===== config.mk =====
export PLATFORM = sky130hd
export DESIGN_NAME = operand_stack
export DESIGN_NICKNAME = d
export VERILOG_FILES = /design/src/rtl/operand_stack.sv
export SDC_FILE = /design/constraint.sdc
export NUM_CORES = 1
export LEC_CHECK = 0
export BUFFER_PORTS_ARGS = -buffer_cell sky130_fd_sc_hd__buf_2
export CAP_MARGIN = 20
export CORE_MARGIN = 2
export CORE_UTILIZATION = 45
export DETAILED_ROUTE_END_ITERATION = 12
export HOLD_SLACK_MARGIN = 0.08
export SKIP_CTS_REPAIR_TIMING = 1
export SYNTH_ARGS = -nofsm -noshare
export SYNTH_HDL_FRONTEND = slang
export SYNTH_SLANG_ARGS = --single-unit

===== constraint.sdc =====
create_clock -name clk -period 5.8 [get_ports clk]
set_input_delay 0.58 -clock clk [delete_from_list [all_inputs] [get_ports clk]]
set_output_delay 0.58 -clock clk [all_outputs]
set_load 0.02 [all_outputs]

===== src/rtl/operand_stack.sv =====
// operand_stack: register-array LIFO holding ALU operands between memory and the datapath.
// Latency: push/pop/replace take effect at the rising edge; tos/nos/count reflect it right after (zero-cycle read).
// Backpressure: none. An illegal push (full) or pop (empty) is dropped with no state change and flagged.
//
// Ports:
//   clk, rst     rising-edge clock; asynchronous active-high reset
//   push, pop    operation request sampled at the rising edge (both = replace top)
//   d_in         data written by push / replace
//   clr_err      synchronous clear of the sticky error flags
//   tos, nos     top and next-on-stack entries, forced to 0 when not valid
//   count        number of valid entries 0..DEPTH; empty/full decoded from it
//   overflow     sticky: push attempted while full
//   underflow    sticky: pop (or replace) attempted while empty
//
// Build option: define OPERAND_STACK_ERR_EN to build the sticky error flags.
// Without it overflow/underflow are tied low and clr_err is ignored; illegal
// operations are still dropped.

module operand_stack #(
  parameter int WIDTH = 8,
  parameter int DEPTH = 8
) (
  input  logic             clk,
  input  logic             rst,
  input  logic             push,
  input  logic             pop,
  input  logic [WIDTH-1:0] d_in,
  input  logic             clr_err,
  output logic [WIDTH-1:0] tos,
  output logic [WIDTH-1:0] nos,
  output logic [5:0]       count,
  output logic             empty,
  output logic             full,
  output logic             overflow,
  output logic             underflow
);

  // Index width for the storage array; DEPTH=2 still needs one bit.
  localparam int AW = (DEPTH > 2) ? $clog2(DEPTH) : 1;
  localparam logic [5:0] DEPTH_C = 6'(DEPTH);

  // Reject illegal depths at elaboration: count is only 6 bits wide.
  if (DEPTH < 2 || DEPTH > 32) begin : g_bad_depth
    $error("operand_stack: DEPTH must be in 2..32");
  end

  // ---------------------------------------------------------------------------
  // State
  // ---------------------------------------------------------------------------
  logic [WIDTH-1:0] mem_q [DEPTH];
  logic [WIDTH-1:0] mem_d [DEPTH];
  logic [5:0]       count_q;
  logic [5:0]       count_d;

  // Decoded operation for this edge.
  logic             wr_en;
  logic [AW-1:0]    wr_idx;
  logic             ovf_evt;
  logic             unf_evt;

  // Read pointers. When count is 0 or 1 these wrap to garbage indices, but the
  // output mux below never lets those entries through.
  logic [AW-1:0]    top_idx;
  logic [AW-1:0]    nos_idx;

  assign top_idx = AW'(count_q - 6'd1);
  assign nos_idx = AW'(count_q - 6'd2);

  // ---------------------------------------------------------------------------
  // Status and read path
  // ---------------------------------------------------------------------------
  assign count = count_q;
  assign empty = (count_q == 6'd0);
  assign full  = (count_q == DEPTH_C);

  always_comb begin
    tos = '0;
    nos = '0;
    if (count_q >= 6'd1) tos = mem_q[top_idx];
    if (count_q >= 6'd2) nos = mem_q[nos_idx];
  end

  // ---------------------------------------------------------------------------
  // Next-state
  // ---------------------------------------------------------------------------
  always_comb begin
    count_d = count_q;
    wr_en   = 1'b0;
    wr_idx  = '0;
    ovf_evt = 1'b0;
    unf_evt = 1'b0;

    unique case ({push, pop})
      2'b10: begin
        // Push: write the first free slot, which is exactly index count.
        if (full) begin
          ovf_evt = 1'b1;
        end else begin
          wr_en   = 1'b1;
          wr_idx  = AW'(count_q);
          count_d = count_q + 6'd1;
        end
      end
      2'b01: begin
        // Pop: the consumer has already taken tos this cycle, so only the
        // pointer moves; the stale entry stays in the array unobserved.
        if (empty) begin
          unf_evt = 1'b1;
        end else begin
          count_d = count_q - 6'd1;
        end
      end
      2'b11: begin
        // Replace: overwrite the top in place. Legal when full because the
        // pointer does not move.
        if (empty) begin
          unf_evt = 1'b1;
        end else begin
          wr_en  = 1'b1;
          wr_idx = top_idx;
        end
      end
      default: ;
    endcase
  end

  always_comb begin
    mem_d = mem_q;
    if (wr_en) mem_d[wr_idx] = d_in;
  end

  // ---------------------------------------------------------------------------
  // Registers
  // ---------------------------------------------------------------------------
  always_ff @(posedge clk or posedge rst) begin
    if (rst) begin
      count_q <= 6'd0;
    end else begin
      count_q <= count_d;
    end
  end

  // Storage is not reset; entries above count are masked on the read side.
  // Writes are suppressed while rst is high so a reset cycle never lands data.
  always_ff @(posedge clk) begin
    if (!rst) begin
      mem_q <= mem_d;
    end
  end

  // ---------------------------------------------------------------------------
  // Sticky error flags
  // ---------------------------------------------------------------------------
`ifdef OPERAND_STACK_ERR_EN
  logic overflow_q;
  logic overflow_d;
  logic underflow_q;
  logic underflow_d;

  // A new error on the same edge as clr_err wins, so nothing is lost.
  always_comb begin
    overflow_d  = (overflow_q  & ~clr_err) | ovf_evt;
    underflow_d = (underflow_q & ~clr_err) | unf_evt;
  end

  always_ff @(posedge clk or posedge rst) begin
    if (rst) begin
      overflow_q  <= 1'b0;
      underflow_q <= 1'b0;
    end else begin
      overflow_q  <= overflow_d;
      underflow_q <= underflow_d;
    end
  end

  assign overflow  = overflow_q;
  assign underflow = underflow_q;
`else
  logic unused_err;

  assign unused_err = ^{clr_err, ovf_evt, unf_evt};
  assign overflow   = 1'b0;
  assign underflow  = 1'b0;
`endif

endmodule

Yosys cells after proc, flatten, opt, wreduce, memory -nomap -nowiden

Cells that the tools add are included.

Bits of input ports: 13
Register bits after elaboration: 70
Logic and storage cells: 53
Bits in latches: 0
Output and inout bits: 26
Memory bits (read-only): 0
Memories: 0
Bits in writable memories: 0

Divide/modulo/power cells: 0
Eq/ne operators: 6
Magnitude comparators: 6
Shift-type cells: 0
Reductions and logical operators: 5
$add $sub $neg: 3
Bitwise operators: 4
Muxes and demuxes: 20
Multiply operators: 0

Operator list:

| cell                  | number |
|---|---|
| $bwmux W64            | 1 |
| $mux W8               | 7 |
| $bmux W8 S3           | 2 |
| $demux W8 S3          | 1 |
| $ge A4 B4 Y1 const B  | 3 |
| $mux W6               | 2 |
| $not A3 Y4            | 3 |
| $pmux W6 S2           | 1 |
| $add A6 B1 Y6 const B | 1 |
| $eq A6 B4 Y1 const B  | 1 |
| $ge A6 B1 Y1 const B  | 1 |
| $ge A6 B2 Y1 const B  | 1 |
| $logic_not A6 Y1      | 1 |
| $mux W3               | 2 |
| $pmux W3 S2           | 1 |
| $sub A6 B1 Y6 const B | 1 |
| $eq A2 B2 Y1 const B  | 2 |
| $lt A4 B1 Y1 const B  | 1 |
| $ne A2 B2 Y1 const B  | 2 |
| $reduce_and A3 Y1     | 1 |
| $sub A3 B2 Y3 const B | 1 |
| $eq A2 B1 Y1 const B  | 1 |
| $mux W1               | 2 |
| $pmux W1 S2           | 1 |
| 4 further kinds       | 4 |

Depth between registers and ports, before layout

Word-level depth: 9
Depth in mapped cells: 9
Mapped depth without buffers: 6

Worst setup path before layout

OpenSTA, ideal clock, no wires.

Kind: flip-flop to flip-flop
Start point: register count_q[0], in the netlist count[0]
End point: register mem_q[10] (netlist bit), enable pin
Stages on the path, launching flop included: 9
Path slack: 2.102 ns
Buffers on the path: 2
Data arrival time: 3.300 ns
Setup time: 0.398 ns
Path through: dfrtp_1 > clkbuf_1 > buf_2 > inv_1 > ha_1 > nor3b_1 > and2_1 > o32ai_2 > nor4b_1

Longest elaborated chain between the ends: 4

RTL lines:

| element                            | line | source |
|---|---|---|
| start, declared                    | 52   | `logic [5:0] count_q;` |
| start signal, assigned             | 139  | `count_q <= count_d;` |
| $eq A6 B4 Y1                       | 74   | `assign full = (count_q == DEPTH_C);` |
| named net full                     | 33   | `output logic full,` |
| $mux W1                            | 96   | `if (full) begin` |
| $pmux W1 S2                        | 93   | `unique case ({push, pop})` |
| $reduce_and A2 Y1 (no source line) | n/a  |  |
| end signal, assigned               | 147  | `mem_q <= mem_d;` |
| end, declared                      | 50   | `logic [WIDTH-1:0] mem_q [DEPTH];` |

The timed path passes the listed nets, and every way through them passes these cells.
A chain may end at the register's enable or synchronous reset.

Worst setup path after layout

Start point: register count_q[1], in the netlist count[1]
End point: output port tos[7]

Longest elaborated chain between the ends: 6

RTL lines:

| element                                    | line | source |
|---|---|---|
| $sub A6 B1 Y6                              | n/a  |  |
| $not A3 Y4 (implied by the code)           | 79   | `if (count_q >= 6'd1) tos = mem_q[top_idx];` |
| $bmux W8 S3                                | 79   |  |
| $mux W8 (implied by the code) (2 in a row) | 79   |  |
| $mux W8 *                                  | 79   |  |
| end, declared                              | 29   | `output logic [WIDTH-1:0] tos,` |

Mark *: on every way between the ends. The rest lies on a longest branch, timed or not. The select of a mux whose other input is x is not followed.

==> summary.md <==
| Metric | Value |
|---|---|
| Initial antenna violation count | 0 |
| Synth Area in Simple Gates | 8.05% |
| Post-synthesis instance area | roughly 0.0037 mm² |
| Layout area overhead | 12.2% |
| Num CTS Buffers | 9 |
| Combinational share of power | 56.1% |
| DIE AREA | 0.00897 mm² |
| Post-synth EDFFs | 64 |
| Largest net degree at the start of global routing | 47 |
| Fmax | 245 MHz |
| Initial Util | around 46% |
| CTS Buffer Depth | 2 |
| Post-DP HPWL | 4.93 mm |
| Worst Skew | between 0.01 and 0.015 ns |
| R2R Setup Slk | 2.02 ns |
| Worst-path cell chain | inv_2, ha_1, mux4_2, nand2_1, a21oi_1, buf_2 |
| PwrDens | 572 mW/mm² |
| Fin Hold WS | between 0.15 and 0.2 ns |
| Worst-Margin Slew | a little over 1 ns |
| # rows | 33 |
| Worst r2r src | count[1] |
| Count of cell types in the netlist | 45 |
| DRT iter0 DRCs | 85 |
| Leakage | about 1.5 nW |
| Synth Area in Compound Gates | under 10% |
| Reg2Reg Depth | 4 |
| Sw frac | 44.0% |
| RSZ-0062 raised after global routing | no |
| DR vias | 2,201 |
| Worst path required time | about 5.2 ns |
| Die X | 94.7 µm |
| Nets | 295 |
| All-Layer GR Usage | a little under a fifth |
| Area share of fa/ha/maj cells after synthesis | 2.37% |
| Reg2reg end | mem_q[25] |
| Critical path arrival | approximately 3.5 ns |
| Met2 WL post-DR | 3.87 mm |
| Antenna Nets Post-Route | 0 |
| Final Routed Wirelength | 7.81 mm |
| CTS tree | yes |
| Highest metal used | met4 |
| DRC violations left | 0 |
| # fillers | 725 |
| Setup CP Type | reg2out |
| Worst skew pair latency | 0.34 ns |
| Maximum vdd drop | between 0.3 and 0.4 mV |
| Flops & latches, synth | 70 |
| Sequential-to-total area share from yosys stat | 56.0% |
| Layout cell share with drive strength beyond 1 | 35.0% |
| Commonest non-fill, non-tap cells in the layout | 64 x edfxtp_1, 35 x buf_2, 32 x mux4_2 |
| Die Ht | around 95 µm |
| Final hold viol count | 0 |
| Wirelength per Cell | slightly above 20 µm |
| Synth Area in XOR/XNOR | around 1.9% |
| Root buffer cell | clkbuf_8 |
| Share of power burned in the clock network | 14.8% |
| Depth of the CTS H-tree | 3 |
| Clock transition at path regs | roughly 0.080 ns |
| Most common cell after layout, fill and taps aside | edfxtp_1 |
| Crit. End Element | primary output |
| Pint | 0.00133 W |
| Most used flip-flop cell after synthesis | edfxtp_1 |
| Port Buffers | 35 |
| Max_cap viols | 0 |
| GPL Wtd Cong | ~0.75 |
| Setup TNS | 0 ns |
| Detail Route met3 WL | 381 µm |
| Ys async rst share | 8.57% |
| Final setup violation count | 0 |
| Synth Instances | ~240 |
| Startpoint types | flip-flop |
| Slowest CP cell | dfrtp_1 |
| Final period util | 70.3% |
| Largest family of logic cells by synthesized area | multiplexers |
| Flop pwr share | 29.1% |
| Drt pass-1 iters | 4 |
| Critical path peak fanout | 22 |
| Minimum clock period | between 4 and 5 ns |
| N_diodes | 0 |
| Vias per Instance | 5.72 |
| Status | finished clean |
| Max stage delay on crit path | 1.03 ns |
| Syn. warnings | 0 |
| Met1 WL | about 3.4 mm |
| P_sw | 0.00105 W |
| Clock Sinks | 70 |
| Min-Delay Path Class | in2async |
| Worst rel slew slack | 30.9% |
| Grt total ovfl | 0 |
| Total core area | 0.00809 mm² |
| IO Pins | 39 |
| Avg Cell Area, Syn | 15.5 µm² |
| Max Slew Vio Count | 0 |
| Vias in the first global route | 2,136 |
| Proportion of synthesized area in mux cells | 22.2% |
| First-pass GRT wire length | 11.8 mm |
## state kept, by name, summed over array words and instances, names as in the netlist
signal  cells
mem_q      64
count       6
## critical path, delay by kind of cell (launching register included)
kind / cells / cell delay (ns)
and+or+nand+nor: 1 / 0.08
adders and majority gates: 1 / 0.95
muxes: 1 / 0.61
DFF: 1 / 1.03
buffers and inverters: 2 / 0.39
AOI/OAI and AO/OA: 1 / 0.08
## stage by stage
step,instances,area [µm²],setup WS [ns],utilization [%],power [W]
floorplan,240,3700,2.10,-,0.00169
global placement,368,3970,1.89,49.0,0.00204
detailed placement,369,3980,1.96,49.1,0.00205
CTS,385,4150,1.65,51.3,0.00240
global route,385,4150,1.49,51.3,0.00253
finish,385,4150,1.73,51.3,0.00238
## layout make-up
class	instances	area [µm²]	area share, %
sequential	70	2070	49.9
multi-input combinational	146	1520	36.6
timing repair buffer	42	228	5.48
tap	105	131	3.16
clock buffer	9	124	2.98
clock inverter	7	55.1	1.33
inverter	6	22.5	0.542
## worst max-delay path by stage
stage,slack (ns),cells after the start,startpoint,to
2_1_floorplan,2.10,8,count[0],mem_q[10]
3_3_place_gp,1.89,4,count[1],mem_q[18]
3_5_place_dp,1.96,4,count[1],mem_q[26]
4_1_cts,1.65,6,count[1],tos[7]
5_1_grt,1.49,6,count[1],tos[7]
6_report,1.73,6,count[1],tos[7]
## power by group through the flow
stage	clock [W]	combinational (W)	sequential, W
after detailed placement	0	0.00134	0.000706
after floorplan	0	0.00101	0.000678
after CTS	0.000359	0.00135	0.000694
after global routing	0.000380	0.00144	0.000704
after global placement	0	0.00134	0.000703
final	0.000352	0.00133	0.000693
## synth_stat cells, drive strengths merged (2+ instances only)
library cell | number | area [µm²]
dfrtp | 6 | 150
mux4 | 32 | 721
xnor2 | 6 | 52.6
ha | 7 | 87.6
inv | 6 | 22.5
nand2 | 17 | 63.8
buf | 11 | 70.1
nand2b | 4 | 25.0
nor3b | 4 | 35.0
o22ai | 3 | 18.8
a21oi | 17 | 85.1
o21ai | 6 | 33.8
a211oi | 3 | 22.5
nor4b | 2 | 17.5
nor2b | 2 | 12.5
edfxtp | 64 | 1920
mux2i | 9 | 90.1
nor4 | 2 | 12.5
clkbuf | 7 | 26.3
xor2 | 2 | 17.5
and2 | 2 | 12.5
nor2 | 11 | 41.3
## metal layers
layer	vias up	track usage, %
met5	-	0
met4	0	6.28
met3	11	4.39
met2	54	30.3
met1	1119	24.3
li1	1017	-
## logic make-up after synthesis
group,Yosys count
muxes,42
adders and majority gates,7
DFF,70
xor gates and xnor gates,8
buffers and inverters,24
and+or+nand+nor,53
other,1
AOI/OAI and AO/OA,34
Note: power is estimated with default switching activity, not from simulation.
